[src/rtl/key_debounce_bank.sv]
// Conditions N raw board inputs: synchronise, normalise polarity, debounce, and
// emit press/release/auto-repeat pulses plus sticky pending bits for polling.
module key_debounce_bank #(
    parameter int N_CH         = 4,
    parameter int ACTIVE_LOW   = 1,
    parameter int DEBOUNCE_CYC = 1000000,
    parameter int REPEAT_EN    = 1,
    parameter int REPEAT_DELAY = 25000000,
    parameter int REPEAT_RATE  = 5000000
) (
    input  logic            clk,
    input  logic            reset,
    input  logic [N_CH-1:0] raw_in,
    output logic [N_CH-1:0] state_o,
    output logic [N_CH-1:0] press_o,
    output logic [N_CH-1:0] release_o,
    output logic [N_CH-1:0] repeat_o,
    output logic [N_CH-1:0] pending_o,
    input  logic [N_CH-1:0] clr_i
);
    localparam int              DB_W    = $clog2(DEBOUNCE_CYC + 1);
    localparam logic [DB_W-1:0] DB_LAST = DB_W'(DEBOUNCE_CYC - 1);
    localparam logic [DB_W-1:0] DB_ONE  = DB_W'(1);
    localparam logic [N_CH-1:0] IDLE    = (ACTIVE_LOW != 0) ? '1 : '0;

    logic [N_CH-1:0] sync_p0;
    logic [N_CH-1:0] sync_p1;
    logic [N_CH-1:0] s_p1;
    logic [N_CH-1:0] flip;
    logic [DB_W-1:0] db_cnt [N_CH];

    // Stage 0/1: two-flop synchroniser, parked at the idle level in reset
    always_ff @(posedge clk) begin
        if (reset) begin
            sync_p0 <= IDLE;
            sync_p1 <= IDLE;
        end else begin
            sync_p0 <= raw_in;
            sync_p1 <= sync_p0;
        end
    end

    assign s_p1 = sync_p1 ^ IDLE;

    always_comb begin
        flip = '0;
        for (int i = 0; i < N_CH; i++) begin
            flip[i] = (s_p1[i] != state_o[i]) && (db_cnt[i] == DB_LAST);
        end
    end

    // Stage 2: debounce counters, debounced level, edge pulses and pending bits
    always_ff @(posedge clk) begin
        if (reset) begin
            state_o   <= '0;
            press_o   <= '0;
            release_o <= '0;
            pending_o <= '0;
            for (int i = 0; i < N_CH; i++) begin
                db_cnt[i] <= '0;
            end
        end else begin
            for (int i = 0; i < N_CH; i++) begin
                if ((s_p1[i] == state_o[i]) || flip[i]) begin
                    db_cnt[i] <= '0;
                end else begin
                    db_cnt[i] <= db_cnt[i] + DB_ONE;
                end
            end
            state_o   <= state_o ^ flip;
            press_o   <= flip & s_p1;
            release_o <= flip & ~s_p1;
            pending_o <= (flip & s_p1) | (pending_o & ~clr_i);
        end
    end

    generate
        if (REPEAT_EN != 0) begin : g_rpt
            localparam int RPT_MAX = (REPEAT_DELAY > REPEAT_RATE) ? REPEAT_DELAY : REPEAT_RATE;
            localparam int RPT_W   = $clog2(RPT_MAX + 1);
            localparam logic [RPT_W-1:0] DELAY_LAST = RPT_W'(REPEAT_DELAY - 1);
            localparam logic [RPT_W-1:0] RATE_LAST  = RPT_W'(REPEAT_RATE - 1);
            localparam logic [RPT_W-1:0] RPT_ONE    = RPT_W'(1);

            logic [RPT_W-1:0] rpt_cnt [N_CH];
            logic [N_CH-1:0]  rpt_after_first;
            logic [N_CH-1:0]  rpt_tick;

            always_comb begin
                rpt_tick = '0;
                for (int i = 0; i < N_CH; i++) begin
                    rpt_tick[i] = state_o[i] &&
                                  (rpt_after_first[i] ? (rpt_cnt[i] == RATE_LAST)
                                                      : (rpt_cnt[i] == DELAY_LAST));
                end
            end

            // Ticks landing while a release is being debounced are swallowed,
            // so no repeat escapes once the key has physically let go.
            always_ff @(posedge clk) begin
                if (reset) begin
                    repeat_o        <= '0;
                    rpt_after_first <= '0;
                    for (int i = 0; i < N_CH; i++) begin
                        rpt_cnt[i] <= '0;
                    end
                end else begin
                    for (int i = 0; i < N_CH; i++) begin
                        if (!state_o[i] || flip[i]) begin
                            rpt_cnt[i]         <= '0;
                            rpt_after_first[i] <= 1'b0;
                        end else if (rpt_tick[i]) begin
                            rpt_cnt[i]         <= '0;
                            rpt_after_first[i] <= 1'b1;
                        end else begin
                            rpt_cnt[i] <= rpt_cnt[i] + RPT_ONE;
                        end
                    end
                    repeat_o <= rpt_tick & ~(s_p1 ^ state_o);
                end
            end
        end else begin : g_no_rpt
            assign repeat_o = '0;
        end
    endgenerate

endmodule

[config.mk]
export PLATFORM = sky130hd
export DESIGN_NAME = key_debounce_bank
export DESIGN_NICKNAME = d
export VERILOG_FILES = /design/src/rtl/key_debounce_bank.sv
export SDC_FILE = /design/constraint.sdc
export NUM_CORES = 1
export LEC_CHECK = 0
export CORE_MARGIN = 5
export CORE_UTILIZATION = 50
export DETAILED_ROUTE_END_ITERATION = 8
export PLACE_DENSITY = 0.75
export SLEW_MARGIN = 20
export SYNTH_ARGS = -nofsm -noshare
export SYNTH_HDL_FRONTEND = slang
export SYNTH_SLANG_ARGS = --single-unit
export TNS_END_PERCENT = 1
[constraint.sdc]
create_clock -name clk -period 3.4 [get_ports clk]
set_clock_uncertainty 0.15 [all_clocks]
set_input_delay 1.02 -clock clk [delete_from_list [all_inputs] [get_ports clk]]
set_output_delay 1.02 -clock clk [all_outputs]
set_load 0.02 [all_outputs]
==> results.md <==
- Clock latency on the worst-skew pair: 0.51 ns
- Post-layout util: 0.599
- Max clock buf depth: 3
- Final setup margin: 0.461 ns
- Die height: 161 um
- Core Box Area: 22500 sq um
- Worst r2r src: db_cnt[2][16]
- Worst path max stage delay: 0.59 ns
- CTS Sinks: 212
- Via density: ~5.5
- Worst setup EP type: flip-flop
- Initial antenna violation count: 0
- Iteration-0 DRC Markers: 451
- Total grt overflow: 0
- Synthesized area per cell: between 10 and 15 sq um
- Leakage: ~4.4 nW
- RSZ-0062 raised after global routing: false
- Min-delay worst type: flip-flop to flip-flop
- Final Hold Vio Count: 0
- Worst path bufs/invs: 1
- Total GRT Usage: 0.173
- Via count: 8704
- Post-synth EDFFs: 180
- Worst slew pin tran: 0.769 ns
- Arrival time at the worst endpoint: 3.03 ns
- NumNets Final: 1309
- Ranking of synthesized cells by area: edfxtp_1 (47%), dfxtp_1 (5.6%), xor2_1 (4.6%)
- Crit path to: g_rpt.rpt_cnt[2][8]
- Port buffer count: 29
- Post-synth top area share: 0.475
- CTS Hold Buffers Added: 0
- Prevailing post-synth register cell: edfxtp_1
- Reg2Reg Setup Slack: 0.46 ns
- Maximum VDD drop: around 0.35 mV
- Synth warn: 0
- Die Wd: about 160 um
- Met2 GRT Util: 0.313
- Post-CTS setup buffers: 0
- CTS Buf Count: 24
- Max Clk Rate: 0.340 GHz
- Busiest grt layer: met2
- Number of global-route vias before repair: 8414
- CTS H-tree depth: 1
- HPWL after detailed placement: 15800 um
- Most frequent cell after synthesis: edfxtp_1
- 1st-pass router iterations: 5
- Non-filler cells, final: 1591
- Final period utilization: 0.864
- #FFs+latches synth: 212
- Initial Utilization: 0.506
- WL/cell: 14.1 um
- Crit path cell chain: nand3_1 > or4b_1 > or3_1 > nand2b_1 > ha_1 > nor2b_1 > o41ai_4 > buf_4 > nor2_1
- Share of cells above drive strength 1: 0.0636
- GRT met3 Usage: 0.0262
- # rows: 55
- Crit path max-delay family: simple AND/OR/NAND/NOR gates
- Clock-pin slew on the worst setup and hold paths: 0.06 ns
- Final WL: 22500 um
- Worst Setup SP: db_cnt[2][16]
- Min Tclk post-route: 2.94 ns
- Asr flop ratio synth: 0
- First-pass GRT wire length: 38800 um
- Setup violators final: 0
- Max-Cap Viols: 0
- Met1 usage: 0.222
- # diodes: 0
- Dpl cells: 1547
- Setup TNS: 0 ns
- Synth top cells by count: edfxtp_1 (180), nor2_1 (87), nand2_1 (65)
- # resized after CTS: 0
- R2R cell count: 9
- Distinct cells, synth: 59
- Detail Route Antenna Nets: 0
- Sequential fraction of the synthesis area: 0.531
- Max Fanout on Critical Path: 24
- Largest net degree at the start of global routing: 27
- Power Density: 429 nW/um^2
- GP Congestion: 0.826
- Kind of critical path: flip-flop to flip-flop
- Io pins: 30
- Clock root cell: clkbuf_16
- Yosys top cell by area: edfxtp_1
- Crit. path cell count: 9
- Residual DRC: 0
- Slowest CP cell: or4b_1
- Slew Viols, Final: 0
- CP Launch Type: flip-flop
- R2r endpoint: g_rpt.rpt_cnt[2][8]
- Layout area overhead: 18.4%
- Mapped Cells: 1086
- CP Data Required Time: 3.49 ns
- Synth Cell Area: ~11000 sq um
- Status: finished clean
- Worst slew margin: 0.487
- Die area: 25900 sq um
- CTS tree: built
- Setup slack at placement: 0.238 ns
[state kept, by name (all words and copies together), names as in the netlist, named ones only]
name / count
release_o: 4
press_o: 4
pending_o: 4
g_rpt.rpt_after_first: 4
state_o: 3
sync_p1: 4
sync_p0: 4
db_cnt: 80
repeat_o: 4
g_rpt.rpt_cnt: 100
[logic make-up after synthesis]
family	count (synthesis)	share of synthesized area
compound gates	149	0.0832
fa+ha+maj	11	0.0121
xor+xnor	106	0.0815
other cells	1	0.000329
simple gates	537	0.268
buf+inv	70	0.0241
flops	212	0.531
[through the flow]
stage	instance area, sq um	total power, mW	hold WS (ns)
final	13500	5.79	0.256
after detailed placement	12700	3.24	0.248
after CTS	13500	5.84	0.259
after global routing	13500	6.01	0.278
after global placement	12700	3.23	0.241
after floorplan	12100	3.17	0.239
[worst register-to-register path: stages, from the launching register on]
cell      delay [ns]
edfxtp_1        0.42
nand3_1         0.14
or4b_1          0.59
or3_1           0.40
nand2b_1        0.16
ha_1            0.18
nor2b_1         0.18
o41ai_4         0.06
buf_4           0.32
nor2_1          0.09
[cell usage in the layout (no fill, tap or decap), types with 25 or more instances in the layout]
master,count
nor2_1,87
clkdlybuf4s50_1,29
nand2_1,65
or4_1,27
nand3_1,64
or3_1,50
a211oi_1,25
o21ai_0,43
nor3_1,59
clkbuf_16,29
dfxtp_1,32
nand4_1,44
xor2_1,60
xnor2_1,46
conb_1,180
edfxtp_1,180
a21oi_1,39
[layer usage]
layer | routed length, um | vias to the layer above
li1 | - | 4384
met1 | 9960 | 4169
met2 | 11300 | 119
met3 | 859 | 32
met4 | 325 | 0
met5 | 0 | -
[power breakdown]
part / internal (mW) / leakage (nW) / switching, mW
Sequential: 2.91 / 2.12 / 0.105
Clock: 1.59 / 0.407 / 1.00
Combinational: 0.0744 / 1.93 / 0.107
Total: 4.57 / 4.45 / 1.21
[area by class of cell]
class                      instances  area (sq um)
fill                            1889          9020
sequential                       212          6050
multi-input combinational        983          5770
clock buffer                      39           793
timing repair buffer              46           418
tap                              285           357
inverter                          21          78.8
clock inverter                     5          25.0
[worst min path at each step]
stage | startpoint | to | depth (start not counted)
after floorplan | sync_p0[0] | sync_p1[0] | 1
after global placement | sync_p0[0] | sync_p1[0] | 1
after detailed placement | sync_p0[2] | sync_p1[2] | 1
after CTS | sync_p0[2] | sync_p1[2] | 1
after global routing | sync_p0[2] | sync_p1[2] | 1
final | sync_p0[2] | sync_p1[2] | 1
Power figures use the tool's default switching activity.
